## config.mk

```make
export PLATFORM = sky130hd
export DESIGN_NAME = multi_score_engine_flat
export DESIGN_NICKNAME = d
export VERILOG_FILES = /design/src/rtl/multi_score_engine_if.sv /design/src/rtl/multi_score_engine.sv /design/src/flat_wrapper.sv
export SDC_FILE = /design/constraint.sdc
export NUM_CORES = 1
export LEC_CHECK = 0
export CORE_ASPECT_RATIO = 0.7
export CORE_UTILIZATION = 55
export CTS_CLUSTER_SIZE = 14
export DETAILED_ROUTE_END_ITERATION = 10
export PLACE_DENSITY = 0.81
export SLEW_MARGIN = 20
export SYNTH_ARGS = -nofsm -noshare
export SYNTH_HDL_FRONTEND = slang
export SYNTH_SLANG_ARGS = --single-unit
```

## constraint.sdc

```tcl
create_clock -name clock_div -period 5.9 [get_ports clock_div]
set_clock_uncertainty 0.15 [all_clocks]
set_input_delay 0.59 -clock clock_div [delete_from_list [all_inputs] [get_ports clock_div]]
set_output_delay 0.59 -clock clock_div [all_outputs]
set_load 0.005 [all_outputs]
```

## src/rtl/multi_score_engine_if.sv

```systemverilog
// Game-logic <-> score engine bundle: per-channel run controls in, scores and high-score status out.
// master = game logic / display side, slave = multi_score_engine.
interface multi_score_engine_if #(
    parameter int NUM_CH  = 2,
    parameter int SCORE_W = 32,
    parameter int DIFF_W  = 2
);
    localparam int HCH_W = $clog2(NUM_CH) + 1;

    logic [NUM_CH-1:0]         start;
    logic [NUM_CH-1:0]         score_in;
    logic [NUM_CH-1:0]         crash;
    logic [DIFF_W-1:0]         difficulty;
    logic [NUM_CH*SCORE_W-1:0] score;
    logic [NUM_CH-1:0]         running;
    logic [NUM_CH-1:0]         sat;
    logic [SCORE_W-1:0]        high_score;
    logic [HCH_W-1:0]          high_ch;
    logic                      new_high;

    modport master (
        output start, score_in, crash, difficulty,
        input  score, running, sat, high_score, high_ch, new_high
    );

    modport slave (
        input  start, score_in, crash, difficulty,
        output score, running, sat, high_score, high_ch, new_high
    );
endinterface

```

## src/rtl/multi_score_engine.sv

```systemverilog
// Multi-channel score engine: per-channel saturating score accumulators
// driven by frame-rate clears, plus a session high score across runs.
// Optional combo bonus: define SCORE_COMBO_EN to add min(streak, COMBO_MAX)
// to each clear after the first of a consecutive streak.
//
// state | meaning
// IDLE  | channel not started, score held at 0
// RUN   | accumulating clears, watching for crash or abort
// DONE  | crashed, final score held until start drops
module multi_score_engine #(
    parameter int NUM_CH    = 2,
    parameter int SCORE_W   = 32,
    parameter int DIFF_W    = 2,
    parameter int COMBO_MAX = 3
) (
    input  logic                clock_div,
    input  logic                reset,
    multi_score_engine_if.slave bus
);
    localparam int HCH_W = $clog2(NUM_CH) + 1;
    localparam int CMB_W = $clog2(COMBO_MAX + 2);
    localparam int PTS_W = ((DIFF_W > CMB_W) ? DIFF_W : CMB_W) + 1;
    localparam int SUM_W = ((SCORE_W > PTS_W) ? SCORE_W : PTS_W) + 1;
    localparam logic [SCORE_W-1:0] SCORE_MAX = '1;

    typedef enum logic [1:0] {
        ST_IDLE = 2'd0,
        ST_RUN  = 2'd1,
        ST_DONE = 2'd2
    } ch_state_t;

    ch_state_t           state_q [NUM_CH];
    logic [SCORE_W-1:0]  score_q [NUM_CH];
    logic [NUM_CH-1:0]   running_q;
    logic [NUM_CH-1:0]   sat_q;
    logic [SCORE_W-1:0]  high_score_q;
    logic [HCH_W-1:0]    high_ch_q;
    logic                new_high_q;
`ifdef SCORE_COMBO_EN
    // Streak saturates at COMBO_MAX, which is all the bonus ever needs.
    logic [CMB_W-1:0]    streak_q [NUM_CH];
`endif

    logic [PTS_W-1:0]          pts_w [NUM_CH];
    logic [SUM_W-1:0]          sum_w [NUM_CH];
    logic [NUM_CH-1:0]         ovf_w;
    logic                      crash_any_w;
    logic [SCORE_W-1:0]        crash_best_w;
    logic [HCH_W-1:0]          crash_ch_w;
    logic [NUM_CH*SCORE_W-1:0] score_flat_w;

    // Points for a clear this cycle and the widened sum used to detect saturation.
    always_comb begin
        for (int i = 0; i < NUM_CH; i++) begin
`ifdef SCORE_COMBO_EN
            pts_w[i] = PTS_W'(bus.difficulty) + PTS_W'(streak_q[i]);
`else
            pts_w[i] = PTS_W'(bus.difficulty);
`endif
            sum_w[i] = SUM_W'(score_q[i]) + SUM_W'(pts_w[i]);
            ovf_w[i] = (sum_w[i] > SUM_W'(SCORE_MAX));
        end
    end

    // Best frozen score among channels crashing this cycle; ascending scan with strict compare keeps the lowest index on ties.
    always_comb begin
        crash_any_w  = 1'b0;
        crash_best_w = '0;
        crash_ch_w   = '0;
        for (int i = 0; i < NUM_CH; i++) begin
            if ((state_q[i] == ST_RUN) && bus.start[i] && bus.crash[i] &&
                (!crash_any_w || (score_q[i] > crash_best_w))) begin
                crash_any_w  = 1'b1;
                crash_best_w = score_q[i];
                crash_ch_w   = HCH_W'(i);
            end
        end
    end

    // Channel FSMs, accumulators and the session high score.
    always_ff @(posedge clock_div) begin
        if (reset) begin
            for (int i = 0; i < NUM_CH; i++) begin
                state_q[i] <= ST_IDLE;
                score_q[i] <= '0;
`ifdef SCORE_COMBO_EN
                streak_q[i] <= '0;
`endif
            end
            running_q    <= '0;
            sat_q        <= '0;
            high_score_q <= '0;
            high_ch_q    <= '0;
            new_high_q   <= 1'b0;
        end else begin
            new_high_q <= 1'b0;
            if (crash_any_w && (crash_best_w > high_score_q)) begin
                high_score_q <= crash_best_w;
                high_ch_q    <= crash_ch_w;
                new_high_q   <= 1'b1;
            end
            for (int i = 0; i < NUM_CH; i++) begin
                case (state_q[i])
                    ST_IDLE: begin
                        score_q[i] <= '0;
                        if (bus.start[i]) begin
                            state_q[i]   <= ST_RUN;
                            running_q[i] <= 1'b1;
                            sat_q[i]     <= 1'b0;
`ifdef SCORE_COMBO_EN
                            streak_q[i]  <= '0;
`endif
                        end
                    end
                    ST_RUN: begin
                        if (!bus.start[i]) begin
                            state_q[i]   <= ST_IDLE;
                            running_q[i] <= 1'b0;
                            score_q[i]   <= '0;
                        end else if (bus.crash[i]) begin
                            state_q[i]   <= ST_DONE;
                            running_q[i] <= 1'b0;
                        end else if (bus.score_in[i]) begin
                            if (ovf_w[i]) begin
                                score_q[i] <= SCORE_MAX;
                                sat_q[i]   <= 1'b1;
                            end else begin
                                score_q[i] <= sum_w[i][SCORE_W-1:0];
                            end
`ifdef SCORE_COMBO_EN
                            if (streak_q[i] < CMB_W'(COMBO_MAX)) begin
                                streak_q[i] <= streak_q[i] + CMB_W'(1);
                            end
                        end else begin
                            streak_q[i] <= '0;
`endif
                        end
                    end
                    ST_DONE: begin
                        if (!bus.start[i]) begin
                            state_q[i] <= ST_IDLE;
                            score_q[i] <= '0;
                        end
                    end
                    default: begin
                        state_q[i]   <= ST_IDLE;
                        running_q[i] <= 1'b0;
                        score_q[i]   <= '0;
                    end
                endcase
            end
        end
    end

    // Pack channel scores onto the flat output bus.
    always_comb begin
        score_flat_w = '0;
        for (int i = 0; i < NUM_CH; i++) begin
            score_flat_w[i*SCORE_W +: SCORE_W] = score_q[i];
        end
    end

    assign bus.score      = score_flat_w;
    assign bus.running    = running_q;
    assign bus.sat        = sat_q;
    assign bus.high_score = high_score_q;
    assign bus.high_ch    = high_ch_q;
    assign bus.new_high   = new_high_q;
endmodule

```

## src/flat_wrapper.sv

```systemverilog
// flat-port wrapper written by rule: the top's interface ports become plain ports
module multi_score_engine_flat 
#(
    parameter int NUM_CH    = 2,
    parameter int SCORE_W   = 32,
    parameter int DIFF_W    = 2,
    parameter int COMBO_MAX = 3
)
  (clock_div, reset, bus_start, bus_score_in, bus_crash, bus_difficulty, bus_score, bus_running, bus_sat, bus_high_score, bus_high_ch, bus_new_high);
  multi_score_engine_if #(.NUM_CH(NUM_CH), .SCORE_W(SCORE_W), .DIFF_W(DIFF_W)) bus_i ();
  input  logic clock_div;
  input  logic reset;
  input wire logic [$bits(bus_i.start)-1:0] bus_start;
  input wire logic [$bits(bus_i.score_in)-1:0] bus_score_in;
  input wire logic [$bits(bus_i.crash)-1:0] bus_crash;
  input wire logic [$bits(bus_i.difficulty)-1:0] bus_difficulty;
  output wire logic [$bits(bus_i.score)-1:0] bus_score;
  output wire logic [$bits(bus_i.running)-1:0] bus_running;
  output wire logic [$bits(bus_i.sat)-1:0] bus_sat;
  output wire logic [$bits(bus_i.high_score)-1:0] bus_high_score;
  output wire logic [$bits(bus_i.high_ch)-1:0] bus_high_ch;
  output wire logic [$bits(bus_i.new_high)-1:0] bus_new_high;
  assign bus_i.start = bus_start;
  assign bus_i.score_in = bus_score_in;
  assign bus_i.crash = bus_crash;
  assign bus_i.difficulty = bus_difficulty;
  assign bus_score = bus_i.score;
  assign bus_running = bus_i.running;
  assign bus_sat = bus_i.sat;
  assign bus_high_score = bus_i.high_score;
  assign bus_high_ch = bus_i.high_ch;
  assign bus_new_high = bus_i.new_high;
  multi_score_engine #(.NUM_CH(NUM_CH), .SCORE_W(SCORE_W), .DIFF_W(DIFF_W), .COMBO_MAX(COMBO_MAX)) u_core (.clock_div(clock_div), .reset(reset), .bus(bus_i));
endmodule
```

**Word-level counts from Yosys, hierarchy flattened**

Memory sizes are Yosys's and may differ from the RTL's.
Index checks and enable logic that the tools add are counted.
W data, S select, Z words.

- ROM bits: 0
- Memory bits (writable): 68
- Memories: 2
- Input bits: 10
- Output and inout port bits: 103
- Word-level logic and storage cells: 195
- Flip-flop bits (word level): 39
- Bits in latches: 0

Memory list:

| name | words | width | rd ports | clocked after Yosys merged registers in | write ports | line | RTL |
|---|---|---|---|---|---|---|---|
| u_core.score_q | 2 | 32 | 2 | 0 | 2 | multi_score_engine.sv:33 | `logic [SCORE_W-1:0] score_q [NUM_CH];` |
| u_core.state_q | 2 | 2 | 2 | 0 | 2 | multi_score_engine.sv:32 | `ch_state_t state_q [NUM_CH];` |

- Muxes and demuxes: 122
- Div/mod/pow operators: 0
- Reductions and logical operators: 18
- Bitwise logic cells: 24
- Equality and inequality tests: 16
- Magnitude comparators: 4
- $add $sub $neg: 2
- Multipliers: 0
- Shifts and indexed selects: 0

Operator list:

| cell | count |
|---|---|
| $mux W32 | 14 |
| $mux W1 | 94 |
| $add A32 B2 Y33 | 2 |
| $gt A33 B32 Y1 const B | 2 |
| $gt A32 B32 Y1 | 2 |
| $or A1 B1 Y1 | 22 |
| $mux W2 | 10 |
| $ne A2 B2 Y1 const B | 8 |
| $reduce_and A6 Y1 | 2 |
| $logic_and A1 B1 Y1 | 6 |
| $ne A3 B3 Y1 const B | 2 |
| $pmux W1 S3 | 2 |
| $reduce_and A3 Y1 | 2 |
| $reduce_or A3 Y1 | 2 |
| $eq A2 B1 Y1 const B | 2 |
| $eq A2 B2 Y1 const B | 2 |
| $logic_not A2 Y1 | 2 |
| $ne A2 B1 Y1 const B | 2 |
| $pmux W1 S2 | 2 |
| $reduce_bool A2 Y1 | 2 |
| $not A1 Y1 | 2 |
| $logic_not A1 Y1 | 1 |
| $logic_or A1 B1 Y1 | 1 |

**Logic depth before layout (Yosys ltp)**

An unclocked memory read counts as a cell.

- Depth in word-level cells: 14
- Gate-level depth with buffers: 23
- Gate-level depth less buffers: 19

**Worst setup path after synthesis**

No wires, ideal clock.

- Path kind: register -> register
- Start point: mem u_core.state_q[0][1] (netlist name)
- End point: reg u_core.high_score_q[12], in the netlist u_core.bus.high_score[12]
- Buffers on the path: 4
- Path slack: 0.511 ns
- Clock period less this slack: 5.389 ns
- Setup time: 0.115 ns
- Data required time: 5.635 ns
- Stages on the path, launching flop included: 23
- Arrival time: 5.124 ns
- Cell sequence: edfxtp_1 nor2b_1 and3_1 clkbuf_1 clkbuf_1 nand2_1 ha_1 nand4_1 or4b_1 a211o_1 a31oi_4 nor3_2 buf_6 a22o_1 ha_1 and4_1 and3_1 a32oi_1 inv_2 a311oi_1 nor2_1 clkbuf_1 o21a_1

RTL lines:

| element | line | RTL |
|---|---|---|
| from (decl) | multi_score_engine.sv:32 |  |
| to (signal assigned) | multi_score_engine.sv:98 | `high_score_q <= crash_best_w;` |
| to (decl) | multi_score_engine.sv:36 | `logic [SCORE_W-1:0] high_score_q;` |

**Worst setup path after layout**

- Start point: in bus_crash[0]
- End point: reg u_core.high_score_q[30], in the netlist u_core.bus.high_score[30]

- Longest elaborated chain between the ends: 8
- Elaborated cells on any way between the ends: 11
- Those cells by class: order compare: 2; mux: 4; reduce/logical: 5

Ends and longest elaborated chain:

| element | line | RTL |
|---|---|---|
| from (decl) | flat_wrapper.sv:15 | `input wire logic [$bits(bus_i.crash)-1:0] bus_crash;` |
| $logic_and A1 B1 Y1 (*) | multi_score_engine.sv:71 | `if ((state_q[i] == ST_RUN) && bus.start[i] && bus.crash[i] &&` |
| $mux W32 / $mux W1 (equally long branches) | multi_score_engine.sv:71 |  |
| $gt A32 B32 Y1 / $logic_not A1 Y1 (equally long branches) | multi_score_engine.sv:72 | `(!crash_any_w \|\| (score_q[i] > crash_best_w))) begin` |
| $logic_or A1 B1 Y1 | multi_score_engine.sv:72 |  |
| $logic_and A1 B1 Y1 | multi_score_engine.sv:71 |  |
| $mux W32 (*) | multi_score_engine.sv:71 |  |
| net u_core.crash_best_w[18] | multi_score_engine.sv:48 | `logic [SCORE_W-1:0] crash_best_w;` |
| $gt A32 B32 Y1 (*) | multi_score_engine.sv:97 | `if (crash_any_w && (crash_best_w > high_score_q)) begin` |
| $logic_and A1 B1 Y1 (*) | multi_score_engine.sv:97 |  |

Mark *: on every way through the listed nets, which the timed path passes. The rest lies on a longest branch.
A chain may end at the register's enable or synchronous reset.

==> results <==
- The total vias in the final route is 6,886.
- The fraction of the cycle the final worst path needs is 0.961.
- The number of max-capacitance violations reported is 0.
- Synthesis produced 803 cells.
- The dominant delay contributor by cell family on the critical path is compound AO/OA/AOI/OAI gates.
- The largest fanout of any net on the critical path is 28.
- The share of total power dissipated in combinational logic is 0.443.
- Data arrives at the worst endpoint at 5.82 ns.
- Counting distinct cell types in the post-synthesis netlist gives 56.
- The count of buffers added on input and output ports is 111.
- Setup repair after global routing left no endpoint under its margin.
- The net count of the finished layout is 986.
- The H-tree was split into 3 levels.
- The run finished with clean final reports.
- In this run the number of cells on the critical path is 21.
- The share of synthesized registers carrying an async set or reset is 0.
- TritonCTS built the clock tree.
- In this run the worst setup path begins at bus_crash[0].
- The overall global routing resource usage is 0.307.
- Dividing the detail-routed via count by the number of cells gives 6.42.
- The sequential fraction of design power is 0.356.
- The number of antenna violations at the first check in global routing is 0.
- Counting I/O delays and the setup requirement, the final critical path takes 5.67 ns.
- Before antenna repair, the detailed router went through 6 iterations.
- The number of synthesized flops with an enable pin is 67.
- The via count of the first global-routing pass is 6,548.
- On the critical path, the stage with the largest delay is an instance of clkdlybuf4s50_1.
- The total negative slack for setup checks is 0 ns.
- The startpoint of the lowest-slack hold path is u_core.bus.sat[0].
- The area of the mapped netlist is 7320 um^2.
- The clock tree root driver cell is clkbuf_16.
- The share of power burned in the clock network is 0.201.
- The total power draw is 3.03 mW.
- The area added between synthesis and finish is 23.5%.
- No sink is reached through more buffers than the 2 on the longest clock path.
- The total overflow left after global routing is 0.
- After clock tree synthesis, the clock-pin slew on the worst setup and hold paths is 0.07 ns.
- The region available for standard cell placement spans 12,700 um^2.
- Of the cells placed in the final design, the portion with a size suffix greater than 1 is 0.0659.
- The tree built by TritonCTS fans out to 106 sinks.
- For the worst setup path, the data required time is 6.05 ns.
- The post-detailed-route DRC marker count is 0.
- The first global-routing pass estimated 33,300 um of wire.
- In this run the tightest slew margin relative to its limit is 0.326.
- The endpoint class of the critical path is a flip-flop.
- The post-synthesis area per instance is 9.11 um^2.
- The startpoint of the most critical register-to-register path is u_core.state_q[0][1].
- After detailed routing, the average wire length per cell comes to 19.6 um.
- For this run, the top clock speed supported by timing is 176 MHz.
- For this design the ratio of total power to cell area is 335 nW/um^2.
- Entering global routing, the biggest net connects 48 pins.
- The number of stages on the worst hold path is 1.
- The die is 98.5 um tall.
- The kind of launch point of the worst setup path is an input pin.
- The die is 140 um wide.
- The type of the worst setup path is in2reg.
- For this configuration, the core starts out at a cell density of 0.577.
- 113 I/O pins were placed.
- The number of hold buffers added after CTS was 0.
- The die covers 13,800 um^2.
- Synthesis produced a netlist with a net count of 883.
- The worst voltage drop across the vdd grid is 0.228 mV.
- The share of the Yosys chip area taken by registers is 0.382.
- The largest stage delay on the critical path is 0.48 ns.
- The sum of net half-perimeters after detailed placement is 15,700 um.
- The power spent charging and discharging nets is 1.10 mW.
- Once detail routing completed, the nets flagged for antenna violations numbered 0.
- At the pin with the least slew margin, the transition time is 1.01 ns.
- The CTS buffer count is 9.
- The count of buffers added by post-CTS timing repair for setup is 0.
- Setup violations remaining at the end of the flow were counted as 0.
- The class of the tightest hold or removal check is reg2reg.
- The number of warnings reported in the yosys synthesis log is 0.
- The number of buffer and inverter stages on the critical path is 5.
- In this run, the number of DRC markers left after iteration 0 of detailed routing was 539.
- After detailed routing, the total wire length is 21,100 um.
- In this run the core area contains 34 standard-cell rows.
- In this run the static leakage power is 3.43 nW.
- The number of hold violations in the final report was 0.
- The count of pins over their slew limit is 0.
- The later pin in the worst-skew pair is clocked with a latency of 0.35 ns.
- The worst register-to-register path has a depth of 21.
- Walking the worst path, the cells encountered are clkdlybuf4s50_1, and3_1, buf_12, buf_4, nand2_1, ha_1, and4_1, or4b_1, a211o_1, a31oi_4, nor3_4, a22o_1, ha_1, and4_1, and3_1, a32oi_1, inv_2, a311o_1, buf_12, a31oi_1, o21a_1.
- Of the total power, the share spent switching nets is 0.363.
- The setup slack of the most critical reg-to-reg path is 0.23 ns.
- The flip-flop and latch count after synthesis is 106.
- The design internal power is 1.93 mW.
- For this run, the leading register cell type out of synthesis is edfxtp_1.
- The count of inserted antenna diode cells is 0.
- The number of fillers in the final layout is 928.
- The weighted congestion reported at the end of routability-driven placement is 0.944.
registers in the layout, indices dropped and copies added (netlist names):
| name | cells |
|---|---|
| u_core.bus.high_score | 32 |
| u_core.bus.high_ch | 1 |
| u_core.score_q | 64 |
| u_core.bus.new_high | 1 |
| u_core.bus.sat | 2 |
| u_core.bus.running | 2 |
| u_core.state_q | 4 |
cells in the mapped netlist, types with 21 or more instances:
cell,count,area [um^2]
a21oi_1,87,435
a31oi_1,36,225
ha_1,68,851
xor2_1,30,263
nand3_1,26,130
xnor2_1,23,201
inv_1,45,169
clkbuf_1,40,150
nor2_1,42,158
o21a_1,34,255
edfxtp_1,67,2010
nand2_1,78,293
a22o_1,30,263
nand4_1,21,131
dfxtp_1,39,781
cell type report:
cell class / instances / area, um^2 / share of cell area
Tap cell: 162 / 203 / 0.0224
Inverter: 47 / 176 / 0.0195
Timing Repair Buffer: 140 / 1390 / 0.154
Multi-Input combinational cell: 602 / 4170 / 0.462
Clock buffer: 11 / 264 / 0.0292
Sequential cell: 106 / 2790 / 0.309
Clock inverter: 5 / 33.8 / 0.00374
metrics by stage:
| step | util | setup WS (ns) | std cells | hold slack [ns] | instance area (um^2) |
|---|---|---|---|---|---|
| after floorplan | - | 0.511 | 803 | 0.314 | 7320 |
| after global placement | 0.686 | -0.0495 | 1057 | 0.304 | 8700 |
| after detailed placement | 0.687 | -0.306 | 1057 | 0.308 | 8710 |
| after CTS | 0.711 | 0.110 | 1073 | 0.320 | 9010 |
| after global routing | 0.713 | 0.0349 | 1073 | 0.348 | 9030 |
| final | 0.713 | 0.230 | 1073 | 0.318 | 9030 |
worst register-to-register path, cell delays in order, from the launching register on:
cell and delay [ns]:
edfxtp_1 0.49, nor2b_4 0.21, and3_1 0.25, buf_12 0.16, buf_4 0.16, nand2_1 0.09, ha_1 0.32, and4_1 0.22
or4b_1 0.48, a211o_1 0.32, a31oi_4 0.20, nor3_4 0.14, a22o_1 0.32, ha_1 0.32, and4_1 0.22, and3_1 0.22
a32oi_1 0.30, inv_2 0.09, a311o_1 0.40, buf_12 0.20, a31oi_1 0.22, o21a_1 0.14
placed cells by master (no fill, tap or decap), types with 25 or more instances in the layout:
| cell | synthesis | layout |
|---|---|---|
| edfxtp_1 | 67 | 67 |
| o21a_1 | 34 | 34 |
| nor2_1 | 42 | 41 |
| nand3_1 | 26 | 25 |
| inv_1 | 45 | 45 |
| a22o_1 | 30 | 30 |
| xor2_1 | 30 | 30 |
| a31oi_1 | 36 | 36 |
| a21oi_1 | 87 | 87 |
| clkdlybuf4s50_1 | 0 | 111 |
| dfxtp_1 | 39 | 39 |
| ha_1 | 68 | 68 |
| nand2_1 | 78 | 78 |
cells by family (layout without fill, tap and decap cells):
logic type | Yosys count | after routing | synth area share
compound gates | 237 | 237 | 0.212
other cells | 1 | 1 | 0.000513
buf+inv | 95 | 203 | 0.0530
simple gates | 238 | 238 | 0.163
xor+xnor | 53 | 53 | 0.0634
flops | 106 | 106 | 0.382
fa+ha+maj | 70 | 70 | 0.122
mux | 3 | 3 | 0.00427
final timing paths:
kind | to
setup / recovery | u_core.bus.high_score[30]
hold / removal | u_core.bus.sat[0]
setup reg to reg | u_core.bus.high_score[30]
hold reg to reg | u_core.bus.sat[0]
layer usage:
metal,wire length [um],global-route usage,vias to the layer above
met5,0,0,-
met4,265,0.0735,0
met3,2380,0.0661,34
met2,9090,0.459,401
met1,9320,0.451,3291
li1,-,-,3160
power by group through the flow:
stage,Clock [mW],Combinational [mW],Sequential (mW)
final,0.607,1.34,1.08
after CTS,0.611,1.29,1.07
after global placement,0,1.23,1.08
after global routing,0.641,1.46,1.09
after floorplan,0,0.742,1.06
after detailed placement,0,1.28,1.09
repair_timing:
item | in CTS | in global routing
setup endpoints to repair | 27 | 34
cloned | 0 | 0
gates resized for setup | 1 | 5
endpoints found under the hold margin | 0 | 0
No activity file was read; power rests on OpenSTA's default activity.
